File: config.mk
export PLATFORM = sky130hd
export DESIGN_NAME = polyt0_unpack_stream_flat
export DESIGN_NICKNAME = d
export VERILOG_FILES = /design/src/rtl/dilithium_pkg.sv /design/src/rtl/polyt0_unpack_stream_if.sv /design/src/rtl/polyt0_unpack_stream_t0_coeff_map.sv /design/src/rtl/polyt0_unpack_stream.sv /design/src/flat_wrapper.sv
export SDC_FILE = /design/constraint.sdc
export NUM_CORES = 1
export LEC_CHECK = 0
export ABC_AREA = 1
export CORE_AREA = 2 2 94 96
export CTS_CLUSTER_SIZE = 25
export DETAILED_ROUTE_END_ITERATION = 8
export DIE_AREA = 0 0 96 98
export PLACE_DENSITY = 0.78
export SKIP_CTS_REPAIR_TIMING = 1
export SLEW_MARGIN = 20
export SYNTH_ARGS = -nofsm -noshare
export SYNTH_HDL_FRONTEND = slang
export SYNTH_HIERARCHICAL = 1
export SYNTH_SLANG_ARGS = --single-unit
File: constraint.sdc
create_clock -name clk -period 4.95 [get_ports clk]
set_input_delay 1.485 -clock clk [delete_from_list [all_inputs] [get_ports clk]]
set_output_delay 1.485 -clock clk [all_outputs]
set_load 0.01 [all_outputs]
File: src/rtl/dilithium_pkg.sv
// ============================================================================
//  Module      : dilithium_pkg
//  Description : Shared Dilithium constants and types for t0 pack/unpack.
//  Revision    : 1.0  initial release
// ============================================================================
`default_nettype none

package dilithium_pkg;
    localparam int N                  = 256;
    localparam int D                  = 13;
    localparam int T0_OFFSET          = 1 << (D - 1);
    localparam int POLYT0_PACKEDBYTES = N * D / 8;

    typedef logic signed [31:0] coeff_t;

    typedef enum logic [1:0] {
        S_IDLE = 2'd0,
        S_RUN  = 2'd1,
        S_DONE = 2'd2
    } unpack_state_t;
endpackage

`default_nettype wire

File: src/rtl/polyt0_unpack_stream_if.sv
// ============================================================================
//  Module      : polyt0_unpack_stream_if
//  Description : Byte-in / coefficient-out valid-ready bundle for the t0 unpacker.
//  Revision    : 1.0  initial release
// ============================================================================
`default_nettype none

interface polyt0_unpack_stream_if #(
    parameter int OUTW = 32
);
    logic [7:0]      in_data;
    logic            in_valid;
    logic            in_ready;
    logic            in_last;
    logic [OUTW-1:0] out_coeff;
    logic            out_valid;
    logic            out_ready;

    modport master (
        output in_data, in_valid, in_last, out_ready,
        input  in_ready, out_coeff, out_valid
    );

    modport slave (
        input  in_data, in_valid, in_last, out_ready,
        output in_ready, out_coeff, out_valid
    );
endinterface

`default_nettype wire

File: src/rtl/polyt0_unpack_stream_t0_coeff_map.sv
// ============================================================================
//  Module      : t0_coeff_map
//  Description : Combinational map of a D-bit packed t0 field to 2^(D-1) - t.
//  Revision    : 1.0  initial release
// ============================================================================
`default_nettype none

module t0_coeff_map #(
    parameter int D    = 13,
    parameter int OUTW = 32
) (
    input  logic [D-1:0]            i_t,
    output logic signed [OUTW-1:0]  o_coeff
);
    localparam logic signed [OUTW-1:0] c_OFFSET = OUTW'(1 << (D - 1));

    assign o_coeff = c_OFFSET - $signed({{(OUTW-D){1'b0}}, i_t});
endmodule

`default_nettype wire

File: src/rtl/polyt0_unpack_stream.sv
// ============================================================================
//  Module      : polyt0_unpack_stream
//  Description : Streaming decoder of the 13-bit packed Dilithium t0 field.
//                Define POLYT0_UNPACK_LAST_CHECK_EN to enable in_last framing check.
//  Revision    : 1.0  initial release
// ============================================================================
`default_nettype none

module polyt0_unpack_stream
    import dilithium_pkg::*;
#(
    parameter int N    = dilithium_pkg::N,
    parameter int D    = dilithium_pkg::D,
    parameter int OUTW = 32
) (
    input  logic clk,
    input  logic rst_n,
    input  logic start,
    output logic busy,
    output logic done,
    output logic err,
    polyt0_unpack_stream_if.slave bus
);
    localparam int c_NBYTES = N * D / 8;
    localparam int c_ACCW   = D + 7;
    localparam int c_BCW    = $clog2(D + 8);
    localparam int c_CNTW   = $clog2(c_NBYTES + 1);

    unpack_state_t             r_state;
    logic [c_ACCW-1:0]         r_acc;
    logic [c_BCW-1:0]          r_bitcnt;
    logic [c_CNTW-1:0]         r_byte_cnt;
    logic [c_CNTW-1:0]         r_coeff_cnt;
    logic                      r_out_valid;
    logic [OUTW-1:0]           r_out_coeff;

    logic                      w_run;
    logic                      w_in_fire;
    logic                      w_emit;
    logic                      w_out_fire;
    logic                      w_last_out;
    logic signed [OUTW-1:0]    w_coeff;

    assign w_run        = (r_state == S_RUN);
    assign bus.in_ready = w_run && (r_bitcnt < c_BCW'(D)) && (r_byte_cnt < c_CNTW'(c_NBYTES));
    assign w_in_fire    = bus.in_valid && bus.in_ready;
    assign w_emit       = w_run && (r_bitcnt >= c_BCW'(D)) && (!r_out_valid || bus.out_ready);
    assign w_out_fire   = r_out_valid && bus.out_ready;
    assign w_last_out   = w_run && w_out_fire && (r_coeff_cnt == c_CNTW'(N));

    assign busy          = w_run;
    assign done          = (r_state == S_DONE);
    assign bus.out_valid = r_out_valid;
    assign bus.out_coeff = r_out_coeff;

    t0_coeff_map #(
        .D    (D),
        .OUTW (OUTW)
    ) u_map (
        .i_t     (r_acc[D-1:0]),
        .o_coeff (w_coeff)
    );

    always_ff @(posedge clk) begin
        if (!rst_n) begin
            r_state     <= S_IDLE;
            r_acc       <= '0;
            r_bitcnt    <= '0;
            r_byte_cnt  <= '0;
            r_coeff_cnt <= '0;
            r_out_valid <= 1'b0;
            r_out_coeff <= '0;
        end else begin
            case (r_state)
                S_IDLE: begin
                    if (start) begin
                        r_state     <= S_RUN;
                        r_acc       <= '0;
                        r_bitcnt    <= '0;
                        r_byte_cnt  <= '0;
                        r_coeff_cnt <= '0;
                    end
                end
                S_RUN: begin
                    // Intake and emit never coincide: one needs bitcnt<D, the other bitcnt>=D.
                    if (w_in_fire) begin
                        r_acc      <= r_acc | (c_ACCW'(bus.in_data) << r_bitcnt);
                        r_bitcnt   <= r_bitcnt + c_BCW'(8);
                        r_byte_cnt <= r_byte_cnt + c_CNTW'(1);
                    end else if (w_emit) begin
                        r_acc       <= r_acc >> D;
                        r_bitcnt    <= r_bitcnt - c_BCW'(D);
                        r_coeff_cnt <= r_coeff_cnt + c_CNTW'(1);
                    end
                    if (w_emit) begin
                        r_out_valid <= 1'b1;
                        r_out_coeff <= w_coeff;
                    end else if (w_out_fire) begin
                        r_out_valid <= 1'b0;
                    end
                    if (w_last_out) begin
                        r_state <= S_DONE;
                    end
                end
                S_DONE: begin
                    r_state <= S_IDLE;
                end
                default: begin
                    r_state <= S_IDLE;
                end
            endcase
        end
    end

    // 416 bytes carry exactly 256 fields, so nothing may be left over at the end.
    always_ff @(posedge clk) begin
        if (rst_n && w_last_out) begin
            assert (r_bitcnt == '0);
        end
    end

`ifdef POLYT0_UNPACK_LAST_CHECK_EN
    logic r_err;

    always_ff @(posedge clk) begin
        if (!rst_n) begin
            r_err <= 1'b0;
        end else if ((r_state == S_IDLE) && start) begin
            r_err <= 1'b0;
        end else if (w_in_fire) begin
            r_err <= r_err | (bus.in_last != (r_byte_cnt == c_CNTW'(c_NBYTES - 1)));
        end
    end

    assign err = r_err;
`else
    logic w_unused_last;

    assign w_unused_last = bus.in_last;
    assign err           = 1'b0;
`endif
endmodule

`default_nettype wire

File: src/flat_wrapper.sv
// flat-port wrapper written by rule: the top's interface ports become plain ports
module polyt0_unpack_stream_flat import dilithium_pkg::*;
#(
    parameter int N    = dilithium_pkg::N,
    parameter int D    = dilithium_pkg::D,
    parameter int OUTW = 32
)
  (clk, rst_n, start, busy, done, err, bus_in_data, bus_in_valid, bus_in_last, bus_out_ready, bus_in_ready, bus_out_coeff, bus_out_valid);
  polyt0_unpack_stream_if #(.OUTW(OUTW)) bus_i ();
  input  logic clk;
  input  logic rst_n;
  input  logic start;
  output logic busy;
  output logic done;
  output logic err;
  input wire logic [$bits(bus_i.in_data)-1:0] bus_in_data;
  input wire logic [$bits(bus_i.in_valid)-1:0] bus_in_valid;
  input wire logic [$bits(bus_i.in_last)-1:0] bus_in_last;
  input wire logic [$bits(bus_i.out_ready)-1:0] bus_out_ready;
  output wire logic [$bits(bus_i.in_ready)-1:0] bus_in_ready;
  output wire logic [$bits(bus_i.out_coeff)-1:0] bus_out_coeff;
  output wire logic [$bits(bus_i.out_valid)-1:0] bus_out_valid;
  assign bus_i.in_data = bus_in_data;
  assign bus_i.in_valid = bus_in_valid;
  assign bus_i.in_last = bus_in_last;
  assign bus_i.out_ready = bus_out_ready;
  assign bus_in_ready = bus_i.in_ready;
  assign bus_out_coeff = bus_i.out_coeff;
  assign bus_out_valid = bus_i.out_valid;
  polyt0_unpack_stream #(.N(N), .D(D), .OUTW(OUTW)) u_core (.clk(clk), .rst_n(rst_n), .start(start), .busy(busy), .done(done), .err(err), .bus(bus_i));
endmodule
==> After elaboration in Yosys (flattened, before gate mapping) <==
Index checks and enable logic that the tools add are counted.
{ "classes": {"n_div": 0, "n_mux": 19, "multipliers": 0, "n_eq_ne": 9, "bitwise_logic": 1, "magnitude_cmp": 3, "n_addsub": 5, "reduce_logical": 19, "shifts": 1} }
{ "op_table": {"columns": ["cell", "n"], "rows": [
  ["$mux 20", 3],
  ["$pmux 20 s2", 1],
  ["$mux 9", 4],
  ["$pmux 9 s2", 2],
  ["$or 20x20->20", 1],
  ["$shl 8x5->20", 1],
  ["$add 9x1->9 const B", 2],
  ["$mux 5", 3],
  ["$sub 13x13->14 const A", 1],
  ["$ne 2x2->1 const B", 5],
  ["$pmux 5 s2", 1],
  ["$eq 9x9->1 const B", 1],
  ["$lt 9x9->1 const B", 1],
  ["$logic_and 1x1->1", 8],
  ["$reduce_and 2->1", 3],
  ["$reduce_and 3->1", 2],
  ["$add 5x4->5 const B", 1],
  ["$ge 5x4->1 const B", 1],
  ["$lt 5x4->1 const B", 1],
  ["$sub 5x4->5 const B", 1],
  ["$mux 2", 2],
  ["$pmux 2 s2", 1],
  ["$reduce_and 4->1", 1],
  ["$reduce_bool 2->1", 2],
  ["other kinds (7)", 8]
]} }
{ "totals": {"in_bits": 14, "register_bits": 78, "n_memories": 0, "wordCells": 64, "romBits": 0, "latch_bits": 0, "ramBits": 0, "output_inout_bits": 37} }

==> Longest topological paths before layout <==
{ "depth": {"depth_word": 6, "ltp_mapped": 12, "mapped_depth_nobuf": 11} }

==> Cells and area by module <==
Netlist, hierarchy kept.
{ "modules_own_cells": {"columns": ["module", "area_per_inst_um2", "seq_area_each_um2", "cells_each", "n_inst"], "rows": [
  ["polyt0_unpack_stream", 4075.2, 1561.5, 617, 1],
  ["t0_coeff_map", 462.9, 0.0, 79, 1]
]} }

==> Least setup slack after synthesis <==
Ideal clock, no wire load.
{ "synth_path": {"kind": "register to output", "start": "register u_core.r_bitcnt[4]", "end": "output port bus_in_ready", "required_time_ns": 3.465, "path_buffers": 0, "arrival_ns": 1.057, "setup_slack_ns": 2.408, "stages_incl_launch_ff": 6, "path_cell_list": "dfxtp_1 inv_1 ha_1 nand3_4 nand2_1 nor2_1"} }
{ "synth_between": {"elab_chain_len": 3} }
{ "synth_lines": {"columns": ["element", "line", "source"], "rows": [
  ["from (decl)", "polyt0_unpack_stream.sv:31", "logic [c_BCW-1:0] r_bitcnt;"],
  ["from (signal assigned)", "polyt0_unpack_stream.sv:88", "r_bitcnt <= r_bitcnt + c_BCW'(8);"],
  ["from (signal assigned)", "polyt0_unpack_stream.sv:92", "r_bitcnt <= r_bitcnt - c_BCW'(D);"],
  ["$lt 5x4->1", "polyt0_unpack_stream.sv:45", "assign bus.in_ready = w_run && (r_bitcnt < c_BCW'(D)) && (r_byte_cnt < c_CNTW'(c_NBYTES));"],
  ["$logic_and 1x1->1 (2 in a row)", "polyt0_unpack_stream.sv:45", null],
  ["to (decl)", "flat_wrapper.sv:20", "output wire logic [$bits(bus_i.in_ready)-1:0] bus_in_ready;"]
]} }
No other way between the ends.

==> Worst setup path after layout <==
{ "layout_path": {"start": "register u_core.r_state[1]", "end": "output port bus_in_ready"} }
{ "layout_between": {"elab_chain_len": 3} }
{ "layout_lines": {"columns": ["element", "line", "source"], "rows": [
  ["from (decl)", "polyt0_unpack_stream.sv:29", "unpack_state_t r_state;"],
  ["from (signal assigned)", "polyt0_unpack_stream.sv:66", "r_state <= S_IDLE;"],
  ["from (signal assigned)", "polyt0_unpack_stream.sv:77", "r_state <= S_RUN;"],
  ["from (signal assigned)", "polyt0_unpack_stream.sv:102", "r_state <= S_DONE;"],
  ["$eq 2x1->1", "polyt0_unpack_stream.sv:44", "assign w_run = (r_state == S_RUN);"],
  ["$logic_and 1x1->1 (2 in a row)", "polyt0_unpack_stream.sv:45", null]
]} }
No other way between the ends.

==> run_results.csv <==
group,metric,value,unit
clock_tree,clock-sinks,78,
die,start_util,0.536,
timing,finalHoldViolCount,0,
timing,slew_viol_final,0,
detailed_routing,dr.pass1.iters,5,
timing,fmax,267,MHz
timing,setup_viol,0,
timing,period_needed,3.74,ns
clock_tree,clk_latency,0.35,ns
critical_path,startpoint_type,"flip-flop",
synthesis,synth_nets,718,
finish,fin_area,5080,um2
min_path,hold_depth,2,
die,fp.dieW,96,um
detailed_routing,antenna_left,0,
synthesis,ys_types,34,
critical_path,ff2ff_path_depth,10,
timing,fin_crit_sh,0.756,
die,num_rows,34,
power,p_leak,0.00212,uW
clock_tree,cts_root_buf,"clkbuf_8",
global_route,antenna_found_initial,0,
placed_design,io_buffers,48,
die,dieArea,9410,um2
synthesis,synthFlopType,"dfxtp_1",
synthesis,yosys_warnings,6,
detailed_routing,drc_errors,0,
clock_tree,cts-buffers-inserted,9,
run,cap_viol_max_count,0,
placed_design,postPlaceCellArea,4890,um2
synthesis,synth_area,4540,um2
detailed_routing,drtIter0Drc,292,
global_route,overflow,0,
finish,fin_nets,732,
placed_design,gp_congestion,0.934,
global_route,grt_pass1_wl,17500,um
clock_tree,clkSlewWorstSetupHoldPaths,0.10,ns
global_route,grt_util_all_layers,0.227,
critical_path,cp-end-kind,"output port",
detailed_routing,routed_wl,10200,um
detailed_routing,routed-via-count,4321,
critical_path,required,3.46,ns
finish,drive_above_1_share,0.0671,
timing,relSlewSlack,0.526,
die,core_area,8470,um2
min_path,hp-class,"reg -> reg",
critical_path,worstPathArrival,2.26,ns
timing,worst-slew-pin-transition,0.711,ns
clock_tree,htreeDepth,3,
synthesis,syn_area_per_cell,6.52,um2
outcome,status,"complete, no violations",
synthesis,synth-seq-cells,78,
global_route,grt_pass1_vias,3852,
finish,n_antenna_cell,0,
critical_path,path_class,"reg -> out",
timing,fin_setup_tns,0,ns
timing,clock_skew,0.0150,ns
detailed_routing,routedWlPerCell,12.3,um
detailed_routing,routed_via_density,5.25,
critical_path,worst-path-max-fanout,14,
synthesis,synthCells,696,
synthesis,async_flop_share,0,
placed_design,dp_hpwl,7180,um
timing,rsz0062_at_grt,"false",
power,powerDensity,290,nW/um2
global_route,grt_max_degree,74,
synthesis,yosysSeqAreaShare,0.344,
clock_tree,cts_tree,"yes",
die,top_level_ports,51,
clock_tree,cts_max_path_buffers,2,
die,die_y,98,um
synthesis,synth_edf_count,0,
power,peakVddDrop,0.126,mV
finish,area_growth_syn_to_layout,12.0,%
-- registers in the layout (all words and copies together), names as in the netlist --
| name | flops |
|---|---|
| u_core/bus.out_valid | 1 |
| u_core/r_acc | 20 |
| u_core/r_byte_cnt | 9 |
| u_core/r_coeff_cnt | 9 |
| u_core/r_state | 2 |
| u_core/r_bitcnt | 5 |
| u_core/bus.out_coeff | 32 |
-- report_power, final --
part / switching, uW / internal [uW]
clock network: 264 / 192
registers: 33.6 / 651
logic: 218 / 117
total: 515 / 960
-- cells in the mapped netlist (5+ instances only) --
cell type,count,area (um2)
nand2_1,172,646
inv_1,85,319
dfxtp_1,78,1560
nand3_1,62,310
o21ai_0,60,300
a21oi_1,58,290
nor2_1,58,218
buf_4,22,165
clkbuf_1,13,48.8
buf_2,10,50.1
ha_1,8,100
nor3_1,8,40.0
xor2_1,8,70.1
inv_2,6,22.5
nand2_2,6,37.5
nand4_1,6,37.5
nor2_2,6,37.5
o211ai_1,5,37.5
-- cell type report --
type,instances,area (um2)
Tap cell,108,135
Fill cell,802,3380
Timing Repair Buffer,50,495
Clock inverter,7,65.1
Inverter,92,347
Multi-Input combinational cell,479,2350
Sequential cell,78,1560
Clock buffer,9,124
-- metrics by stage --
stage	hold slack [ns]	setup WS [ns]	cells	util	power [uW]
6_report	0.448	1.21	823	0.600	1480
5_1_grt	0.465	1.05	823	0.600	1560
4_1_cts	0.450	1.18	823	0.600	1480
3_5_place_dp	0.437	1.37	807	0.578	1030
3_3_place_gp	0.431	1.41	807	0.578	1020
2_1_floorplan	0.424	2.41	696	-	946
-- cell families (layout without fill, tap and decap cells) --
logic type	Yosys count	in the layout	share of synthesized area
adder cells (fa/ha/maj)	8	8	0.0221
buffers and inverters	139	158	0.138
flip-flops	78	78	0.344
XOR/XNOR	11	11	0.0212
AND/OR/NAND/NOR	331	331	0.328
AO/OA/AOI/OAI	128	128	0.146
other	1	1	0.000826
-- final timing paths --
check	from	to	slack, ns
setup / recovery	u_core/r_state[1]$_SDFFE_PN0P_	bus_in_ready	1.21
hold / removal	u_core/bus.out_coeff[13]$_SDFFE_PN0P_	u_core/bus.out_coeff[13]$_SDFFE_PN0P_	0.45
setup reg to reg	u_core/r_bitcnt[0]$_SDFFE_PN0P_	u_core/r_bitcnt[0]$_SDFFE_PN0P_	2.29
hold reg to reg	u_core/bus.out_coeff[13]$_SDFFE_PN0P_	u_core/bus.out_coeff[13]$_SDFFE_PN0P_	0.45
-- routing by layer --
metal / wire (um) / up-vias / global-route usage / share of wire
met5: 0 / - / 0 / 0
met4: 118 / 0 / 0.0615 / 0.012
met3: 663 / 12 / 0.0440 / 0.065
met2: 4570 / 167 / 0.364 / 0.45
met1: 4810 / 1918 / 0.310 / 0.47
li1: - / 2224 / - / -
-- cell usage in the layout, fill, tap and decap left out --
master,synthesis,layout
nand2_1,172,172
inv_1,85,85
dfxtp_1,78,78
nand3_1,62,62
o21ai_0,60,60
nor2_1,58,58
a21oi_1,58,57
clkdlybuf4s50_1,0,48
clkbuf_8,0,9
nor3_1,8,8
xor2_1,8,8
ha_1,8,8
inv_2,6,6
nor2_2,6,6
nand2_2,6,6
nand4_1,6,6
o211ai_1,5,5
inv_6,0,3
clkinvlp_4,0,3
nand3_4,3,3
nand2_4,3,3
xnor2_1,3,3
a21o_1,2,2
buf_4,22,2
nor2_4,2,2
o21bai_1,2,2
clkinv_8,0,1
clkinv_2,1,1
nand4_4,1,1
nand3_2,1,1
nor3b_1,1,1
o21ai_1,1,1
nand3b_1,1,1
conb_1,1,1
a21oi_2,0,1
and2_1,1,1
-- critical path, stage by stage, from the launching register on --
cell             delay (ns)
dfxtp_1                0.33
inv_1                  0.07
nand2_1                0.34
inv_2                  0.36
o21ai_0                0.14
nor2_1                 0.13
clkdlybuf4s50_1        0.54
(Power assumes the default switching activity.)
